<file path="src/rtl/regfile_arbiter_pkg.sv">
// Purpose : shared definitions for the register-file arbiter slice.
//   - default sizing constants NUM_REQ, ADDR_W, DATA_W
//   - FSM state encoding (IDLE -> ISSUE -> [CAPTURE] -> IDLE)
// Optional feature macro used by the slice: REGFILE_ARB_RR_EN (round-robin).
package regfile_arb_pkg;

  localparam int NUM_REQ = 4;
  localparam int ADDR_W  = 4;
  localparam int DATA_W  = 8;

  typedef enum logic [1:0] {
    IDLE    = 2'd0,
    ISSUE   = 2'd1,
    CAPTURE = 2'd2
  } state_e;

endpackage

</file>
<file path="src/rtl/regfile_arbiter_if.sv">
// Purpose : requester-side bus of the register-file arbiter.
// Signals : req/we (one bit per requester), addr/wdata (packed per requester),
//           gnt/rvalid (one-hot pulses back to requesters), rdata (shared).
// Modports: master = requester side, slave = arbiter side.
interface regfile_arbiter_if #(
  parameter int NUM_REQ = regfile_arb_pkg::NUM_REQ,
  parameter int ADDR_W  = regfile_arb_pkg::ADDR_W,
  parameter int DATA_W  = regfile_arb_pkg::DATA_W
);
  logic [NUM_REQ-1:0]        req;
  logic [NUM_REQ-1:0]        we;
  logic [NUM_REQ*ADDR_W-1:0] addr;
  logic [NUM_REQ*DATA_W-1:0] wdata;
  logic [NUM_REQ-1:0]        gnt;
  logic [NUM_REQ-1:0]        rvalid;
  logic [DATA_W-1:0]         rdata;

  modport master (output req, we, addr, wdata, input gnt, rvalid, rdata);
  modport slave  (input req, we, addr, wdata, output gnt, rvalid, rdata);
endinterface

</file>
<file path="src/rtl/regfile_arbiter_rr_picker.sv">
// Purpose : combinational one-hot pick among requesters, searching upward
//           from ptr_i and wrapping at NUM_REQ. With ptr_i tied to 0 this is
//           fixed priority, requester 0 highest.
// Ports   : req_i      request vector
//           ptr_i      index of the highest-priority requester
//           pick_oh_o  one-hot winner (all zero when no request)
//           pick_idx_o winner index (0 when no request)
module rr_picker #(
  parameter int NUM_REQ = 4,
  localparam int IDX_W  = $clog2(NUM_REQ)
) (
  input  logic [NUM_REQ-1:0] req_i,
  input  logic [IDX_W-1:0]   ptr_i,
  output logic [NUM_REQ-1:0] pick_oh_o,
  output logic [IDX_W-1:0]   pick_idx_o
);
  // One extra bit so ptr + offset cannot overflow before the wrap.
  localparam int CW = IDX_W + 1;

  logic [CW-1:0] sum_s;
  logic [CW-1:0] cand_s;
  logic          found_s;

  // Rotating priority search: first requesting index at or above the pointer.
  always_comb begin
    pick_oh_o  = '0;
    pick_idx_o = '0;
    found_s    = 1'b0;
    sum_s      = '0;
    cand_s     = '0;
    for (int i = 0; i < NUM_REQ; i++) begin
      sum_s  = {1'b0, ptr_i} + CW'(i);
      cand_s = (sum_s >= CW'(NUM_REQ)) ? (sum_s - CW'(NUM_REQ)) : sum_s;
      if (!found_s && req_i[cand_s[IDX_W-1:0]]) begin
        found_s                        = 1'b1;
        pick_idx_o                     = cand_s[IDX_W-1:0];
        pick_oh_o[cand_s[IDX_W-1:0]]   = 1'b1;
      end else begin
        found_s = found_s;
      end
    end
  end
endmodule

</file>
<file path="src/rtl/regfile_arbiter.sv">
// Purpose : arbitrates NUM_REQ requesters onto one single-port-style register
//           file. One access at a time: IDLE (arbitrate + latch) -> ISSUE
//           (gnt + rf strobe) -> CAPTURE (reads only: rvalid + rdata) -> IDLE.
//           All outputs are registered.
// Ports   : clock, reset (async, active-low)
//           bus          requester interface (slave modport)
//           busy         high while the FSM is not in IDLE
//           rf_load      register-file write strobe, with rf_load_addr/rf_data_in
//           rf_store     register-file read strobe, with rf_store_addr
//           rf_data_out  register-file read data, sampled in CAPTURE
// Config  : define REGFILE_ARB_RR_EN for round-robin arbitration; otherwise
//           fixed priority with requester 0 highest.
module regfile_arbiter #(
  parameter int NUM_REQ = regfile_arb_pkg::NUM_REQ,
  parameter int ADDR_W  = regfile_arb_pkg::ADDR_W,
  parameter int DATA_W  = regfile_arb_pkg::DATA_W
) (
  input  logic              clock,
  input  logic              reset,
  regfile_arbiter_if.slave  bus,
  output logic              busy,
  output logic              rf_load,
  output logic              rf_store,
  output logic [ADDR_W-1:0] rf_load_addr,
  output logic [ADDR_W-1:0] rf_store_addr,
  output logic [DATA_W-1:0] rf_data_in,
  input  logic [DATA_W-1:0] rf_data_out
);
  import regfile_arb_pkg::*;

  localparam int IDX_W = $clog2(NUM_REQ);

  state_e              state_q;
  logic [IDX_W-1:0]    win_idx_q;
  logic                win_we_q;
  logic [ADDR_W-1:0]   win_addr_q;
  logic [DATA_W-1:0]   win_data_q;
  logic [NUM_REQ-1:0]  gnt_q;
  logic [NUM_REQ-1:0]  rvalid_q;
  logic [DATA_W-1:0]   rdata_q;
  logic                busy_q;
  logic                rf_load_q;
  logic                rf_store_q;
  logic [ADDR_W-1:0]   rf_load_addr_q;
  logic [ADDR_W-1:0]   rf_store_addr_q;
  logic [DATA_W-1:0]   rf_data_in_q;

  logic [IDX_W-1:0]    ptr_s;
  logic [NUM_REQ-1:0]  pick_oh_s;
  logic [IDX_W-1:0]    pick_idx_s;

  rr_picker #(.NUM_REQ(NUM_REQ)) u_picker (
    .req_i      (bus.req),
    .ptr_i      (ptr_s),
    .pick_oh_o  (pick_oh_s),
    .pick_idx_o (pick_idx_s)
  );

`ifdef REGFILE_ARB_RR_EN
  logic [IDX_W-1:0] ptr_q;
  logic [IDX_W-1:0] ptr_d;

  // Priority moves to the requester after the one being granted, with wrap.
  always_comb begin
    ptr_d = (win_idx_q == IDX_W'(NUM_REQ - 1)) ? '0 : (win_idx_q + IDX_W'(1));
  end

  // Pointer advances only when a grant is actually issued.
  always_ff @(posedge clock or negedge reset) begin
    if (!reset) begin
      ptr_q <= '0;
    end else if (state_q == ISSUE) begin
      ptr_q <= ptr_d;
    end else begin
      ptr_q <= ptr_q;
    end
  end

  assign ptr_s = ptr_q;
`else
  assign ptr_s = '0;
`endif

  // Access FSM; strobes default low every cycle so they are single-cycle
  // pulses, while rf addresses/data and rdata hold their last values.
  always_ff @(posedge clock or negedge reset) begin
    if (!reset) begin
      state_q         <= IDLE;
      win_idx_q       <= '0;
      win_we_q        <= 1'b0;
      win_addr_q      <= '0;
      win_data_q      <= '0;
      gnt_q           <= '0;
      rvalid_q        <= '0;
      rdata_q         <= '0;
      busy_q          <= 1'b0;
      rf_load_q       <= 1'b0;
      rf_store_q      <= 1'b0;
      rf_load_addr_q  <= '0;
      rf_store_addr_q <= '0;
      rf_data_in_q    <= '0;
    end else begin
      gnt_q      <= '0;
      rvalid_q   <= '0;
      rf_load_q  <= 1'b0;
      rf_store_q <= 1'b0;
      case (state_q)
        IDLE: begin
          if (|pick_oh_s) begin
            win_idx_q  <= pick_idx_s;
            win_we_q   <= bus.we[pick_idx_s];
            win_addr_q <= bus.addr[pick_idx_s*ADDR_W +: ADDR_W];
            win_data_q <= bus.wdata[pick_idx_s*DATA_W +: DATA_W];
            state_q    <= ISSUE;
            busy_q     <= 1'b1;
          end else begin
            state_q    <= IDLE;
            busy_q     <= 1'b0;
          end
        end
        ISSUE: begin
          gnt_q[win_idx_q] <= 1'b1;
          if (win_we_q) begin
            rf_load_q      <= 1'b1;
            rf_load_addr_q <= win_addr_q;
            rf_data_in_q   <= win_data_q;
            state_q        <= IDLE;
            busy_q         <= 1'b0;
          end else begin
            rf_store_q      <= 1'b1;
            rf_store_addr_q <= win_addr_q;
            state_q         <= CAPTURE;
            busy_q          <= 1'b1;
          end
        end
        CAPTURE: begin
          // rf_data_out reflects the address driven with rf_store last cycle.
          rvalid_q[win_idx_q] <= 1'b1;
          rdata_q             <= rf_data_out;
          state_q             <= IDLE;
          busy_q              <= 1'b0;
        end
        default: begin
          state_q <= IDLE;
          busy_q  <= 1'b0;
        end
      endcase
    end
  end

  assign bus.gnt       = gnt_q;
  assign bus.rvalid    = rvalid_q;
  assign bus.rdata     = rdata_q;
  assign busy          = busy_q;
  assign rf_load       = rf_load_q;
  assign rf_store      = rf_store_q;
  assign rf_load_addr  = rf_load_addr_q;
  assign rf_store_addr = rf_store_addr_q;
  assign rf_data_in    = rf_data_in_q;
endmodule

</file>
<file path="src/flat_wrapper.sv">
// flat-port wrapper written by rule: the top's interface ports become plain ports
module regfile_arbiter_flat import regfile_arb_pkg::*;
#(
  parameter int NUM_REQ = regfile_arb_pkg::NUM_REQ,
  parameter int ADDR_W  = regfile_arb_pkg::ADDR_W,
  parameter int DATA_W  = regfile_arb_pkg::DATA_W
)
  (clock, reset, busy, rf_load, rf_store, rf_load_addr, rf_store_addr, rf_data_in, rf_data_out, bus_req, bus_we, bus_addr, bus_wdata, bus_gnt, bus_rvalid, bus_rdata);
  regfile_arbiter_if #(.NUM_REQ(NUM_REQ), .ADDR_W(ADDR_W), .DATA_W(DATA_W)) bus_i ();
  input  logic clock;
  input  logic reset;
  output logic busy;
  output logic rf_load;
  output logic rf_store;
  output logic [ADDR_W-1:0] rf_load_addr;
  output logic [ADDR_W-1:0] rf_store_addr;
  output logic [DATA_W-1:0] rf_data_in;
  input  logic [DATA_W-1:0] rf_data_out;
  input wire logic [$bits(bus_i.req)-1:0] bus_req;
  input wire logic [$bits(bus_i.we)-1:0] bus_we;
  input wire logic [$bits(bus_i.addr)-1:0] bus_addr;
  input wire logic [$bits(bus_i.wdata)-1:0] bus_wdata;
  output wire logic [$bits(bus_i.gnt)-1:0] bus_gnt;
  output wire logic [$bits(bus_i.rvalid)-1:0] bus_rvalid;
  output wire logic [$bits(bus_i.rdata)-1:0] bus_rdata;
  assign bus_i.req = bus_req;
  assign bus_i.we = bus_we;
  assign bus_i.addr = bus_addr;
  assign bus_i.wdata = bus_wdata;
  assign bus_gnt = bus_i.gnt;
  assign bus_rvalid = bus_i.rvalid;
  assign bus_rdata = bus_i.rdata;
  regfile_arbiter #(.NUM_REQ(NUM_REQ), .ADDR_W(ADDR_W), .DATA_W(DATA_W)) u_core (.clock(clock), .reset(reset), .bus(bus_i), .busy(busy), .rf_load(rf_load), .rf_store(rf_store), .rf_load_addr(rf_load_addr), .rf_store_addr(rf_store_addr), .rf_data_in(rf_data_in), .rf_data_out(rf_data_out));
endmodule
</file>
<file path="config.mk">
export PLATFORM = sky130hd
export DESIGN_NAME = regfile_arbiter_flat
export DESIGN_NICKNAME = d
export VERILOG_FILES = /design/src/rtl/regfile_arbiter_pkg.sv /design/src/rtl/regfile_arbiter_if.sv /design/src/rtl/regfile_arbiter_rr_picker.sv /design/src/rtl/regfile_arbiter.sv /design/src/flat_wrapper.sv
export SDC_FILE = /design/constraint.sdc
export NUM_CORES = 1
export LEC_CHECK = 0
export BUFFER_PORTS_ARGS = -buffer_cell sky130_fd_sc_hd__buf_2
export CORE_MARGIN = 2
export CORE_UTILIZATION = 39
export CTS_CLUSTER_DIAMETER = 50
export DETAILED_ROUTE_END_ITERATION = 8
export PLACE_DENSITY = 0.73
export SLEW_MARGIN = 20
export SYNTH_ARGS = -nofsm -noshare
export SYNTH_HDL_FRONTEND = slang
export SYNTH_SLANG_ARGS = --single-unit
export TNS_END_PERCENT = 5
</file>
<file path="constraint.sdc">
create_clock -name clock -period 2 [get_ports clock]
set_clock_uncertainty 0.2 [all_clocks]
set_input_delay 0.4 -clock clock [delete_from_list [all_inputs] [get_ports clock]]
set_output_delay 0.4 -clock clock [all_outputs]
set_load 0.02 [all_outputs]
</file>
==> parameters.txt <==
Parameter                              Value

Outcome
  Run status    completed

Drt
  Starting DRT DRC Count    84
  Drt first pass iters    4
  Post-route ant nets    0
  Ratio of routed vias to standard cells    5.000
  Vias post-DR    2070
  Remaining routing DRC violations    0
  Detailed-route wire length per cell    13.26 µm
  Final wirelength    5491 µm

Power
  Clock Power Share    13.2%
  Leakage component of the power    1.551 nW
  Sequential share of power    42.5%
  Cell-internal power    0.002436 W
  Worst IR drop on VDD    0.7545 mV
  Switching fraction of total power    41.60%
  PwrDens    1385 mW/mm²
  Part of the power in combinational logic    44.3%
  Net Switching    0.001735 W

Finish
  Ant. Diodes    0
  Layout overhead on the synthesized area    27.09%
  Cell area after layout    0.003012 mm²
  Final instance count without filler cells    414
  Post-Route Utilization    51.17%
  # nets final    404
  Fraction of layout instances using a drive strength above 1    35.69%

Synth
  Post-synthesis xor/xnor area fraction    0%
  Mux contribution to synthesized area    4.435%
  Synthesized-area fraction occupied by ao, oa, aoi and oai cells    15.84%
  Count of distinct cell types in the synthesized netlist    30
  Part of the Yosys area used for sequential elements    53.85%
  Prevailing post-synth register cell    dfrtp_1
  Post-synthesis instance area    0.002370 mm²
  Yosys reg bits    51
  Synth warnings    0
  Largest family of logic cells by synthesized area    simple AND/OR/NAND/NOR gates
  Simple-gate area share of the yosys netlist    21.86%
  Synth Area per Inst    9.833 µm²
  Syn Nets    307
  Cell type contributing the most total cell area after synthesis    dfrtp_1
  Top cell type's share of synthesized area    53.85%
  Number of instances in the synthesized netlist    241
  Number of flops mapped to enable cells by yosys    0
  Cell with the most instances after synthesis    nand2_1
  Cell types with the largest area share after synthesis    dfrtp_1, nand2_1, nor2b_1
  Post-synthesis share of cell area spent on full adders, half adders and majority gates    0%
  Commonest cells in the synthesized netlist    nand2_1, dfrtp_1, nor2b_1, a21oi_1, nor2_1
  FFs w/ async S/R, synth    100.0%

Floorplanning
  Count of boundary I/O pins    101
  Std-Cell Rows    28
  Core area    0.005886 mm²
  Initial core utilization    40.26%
  Total Die Area    0.006716 mm²
  Floorplan die width    81.95 µm
  Die height    81.95 µm

Worst setup path
  Crit path launch    u_core.rf_store$_DFF_PN0_
  Classification of the worst setup path    register to register
  Highest net fanout along the worst path    14
  CP Launch Type    register
  WP data required    1.99 ns
  Arrival time at the worst endpoint    1.79 ns
  Crit path capture type    register
  Family of cells with the greatest summed delay on the critical path    compound AO/OA/AOI/OAI gates
  Critical path buffers and inverters    1
  Cell chain of the critical path    or2_1 > a21o_4 > clkinv_4 > o221ai_1 > o21a_1
  Origin of the critical flop-to-flop path    u_core.rf_store$_DFF_PN0_
  Slowest stage cell, crit path    dfrtp_1
  Largest stage delay, worst path    0.43 ns

Clocking
  Maximum root-to-sink buffer count    2
  TritonCTS Buffers    5
  Root buffer cell    clkbuf_8
  Cells resized by post-CTS repair    0
  H-tree Lvls    2
  Clock edge transition at the registers on the reported setup and hold paths    0.09 ns
  TritonCTS clock tree    yes
  Clock insertion delay at the later pin of the skew report    0.29 ns
  Clock Sink Count    51

Global route
  First-pass GRT wire length    8804 µm
  Number of global-route vias before repair    1887
  Total congestion overflow    0
  Antenna violations before repair    0
  Largest net degree at the start of global routing    52
  Total global routing track utilization    16.86%

STA
  Slew Limit Fails    0
  Sum Neg Setup Slack    0 ns
  Final cycle utilization of the critical path    89.77%
  Endpoints failing hold    0
  Peak clock frequency supported by timing    557.0 MHz
  Worst hold slack    0.1011 ns
  Final period demand of the worst path    1.795 ns
  Worst-Margin Slew    0.5268 ns
  Normalized max-slew margin    64.81%
  Final setup vio count    0
  Unrepaired setup endpoints after global routing    no

Placement
  Final GP Congestion    0.7804
  Buffers added on ports    100
  Total placed instance area    0.002917 mm²
  Cell total after placement    405
  HPWL after detailed placement    4231 µm

Worst hold path
  Startpoint of the most critical hold path    rf_data_out[5]
  Min-delay worst type    primary input to register

Run
  Number of max-cap violations    0
[state kept, by name, summed over array words and instances, names as in the netlist]
name and flops:
u_core.win_data_q 8, u_core.bus.gnt 4, u_core.rf_store 1, u_core.bus.rvalid 4, u_core.win_idx_q 2, u_core.bus.rdata 8
u_core.busy 1, u_core.state_q 1, u_core.rf_load_addr 4, u_core.win_we_q 1, u_core.rf_data_in 8, u_core.rf_load 1
u_core.win_addr_q 4, u_core.rf_store_addr 4
[power by group through the flow]
stage | registers (W) | logic, W | clock network [W]
2_1_floorplan | 0.00210 | 0.000991 | 0
3_5_place_dp | 0.00180 | 0.00187 | 0
6_report | 0.00177 | 0.00185 | 0.000550
3_3_place_gp | 0.00178 | 0.00182 | 0
5_1_grt | 0.00184 | 0.00207 | 0.000624
4_1_cts | 0.00177 | 0.00188 | 0.000578
[worst min-delay path, stage by stage]
cell	delay [ns]
buf_2	0.07
nand2_1	0.04
nand2_1	0.05
[worst paths after layout]
check,to,slack (ns),cells after the start
worst max-delay path,u_core.win_data_q[3]$_DFFE_PN0P_,0.20,5
max in group asynchronous,u_core.rf_data_in[4]$_DFFE_PN0P_,0.96,3
min in group asynchronous,u_core.rf_data_in[5]$_DFFE_PN0P_,0.41,3
worst min register to register,u_core.bus.rdata[2]$_DFFE_PN0P_,0.28,2
worst max register to register,u_core.win_data_q[3]$_DFFE_PN0P_,0.20,5
worst min-delay path,u_core.bus.rdata[5]$_DFFE_PN0P_,0.10,3
[routing by layer]
layer	GRT usage [%]	vias to the layer above	routed length, µm
met1	23.56	961	2430
met4	4.000	0	34
met5	0	-	0
met2	26.75	88	2626
li1	-	1019	-
met3	3.736	2	399
[cells in the final DEF (no fill, tap or decap), types with 2 or more instances in the layout]
cell type    n
buf_2      100
mux2i_1      6
o21ai_0      3
a21oi_1     12
o21ai_1      2
mux2_2       4
dfrtp_1     51
nand2_1     71
o221ai_2     2
nand2b_1     7
buf_4        2
o21a_1       6
a221oi_1     6
nor3_1       2
nor2_1      11
nor2b_1     17
o221ai_1     9
clkbuf_8     5
nand3b_1     4
a22oi_1      5
[repair_timing]
action                                 4_1_cts  5_1_grt
hold buffers                                 1        0
buffers inserted                             0        0
endpoints found under the hold margin       51        0
[per-stage QoR]
| step | setup slack, ns | power (W) |
|---|---|---|
| 2_1_floorplan | 0.3057 | 0.003096 |
| 4_1_cts | 0.2083 | 0.004227 |
| 6_report | 0.2046 | 0.004172 |
| 5_1_grt | 0.1016 | 0.004529 |
| 3_5_place_dp | 0.1650 | 0.003666 |
| 3_3_place_gp | 0.2142 | 0.003597 |
[cell families (layout without fill, tap and decap cells)]
| family | count (synthesis) | in the layout |
|---|---|---|
| flops | 51 | 51 |
| mux | 10 | 10 |
| compound gates | 49 | 49 |
| buf+inv | 16 | 114 |
| simple gates | 115 | 115 |
[area by class of cell]
class	count	area, µm²
fill	577	2874
sequential	51	1276
multi-input combinational	174	998.5
timing repair buffer	104	545.5
tap	75	93.84
clock buffer	6	72.57
clock inverter	2	12.51
inverter	2	12.51
Power figures use the tool's default switching activity.
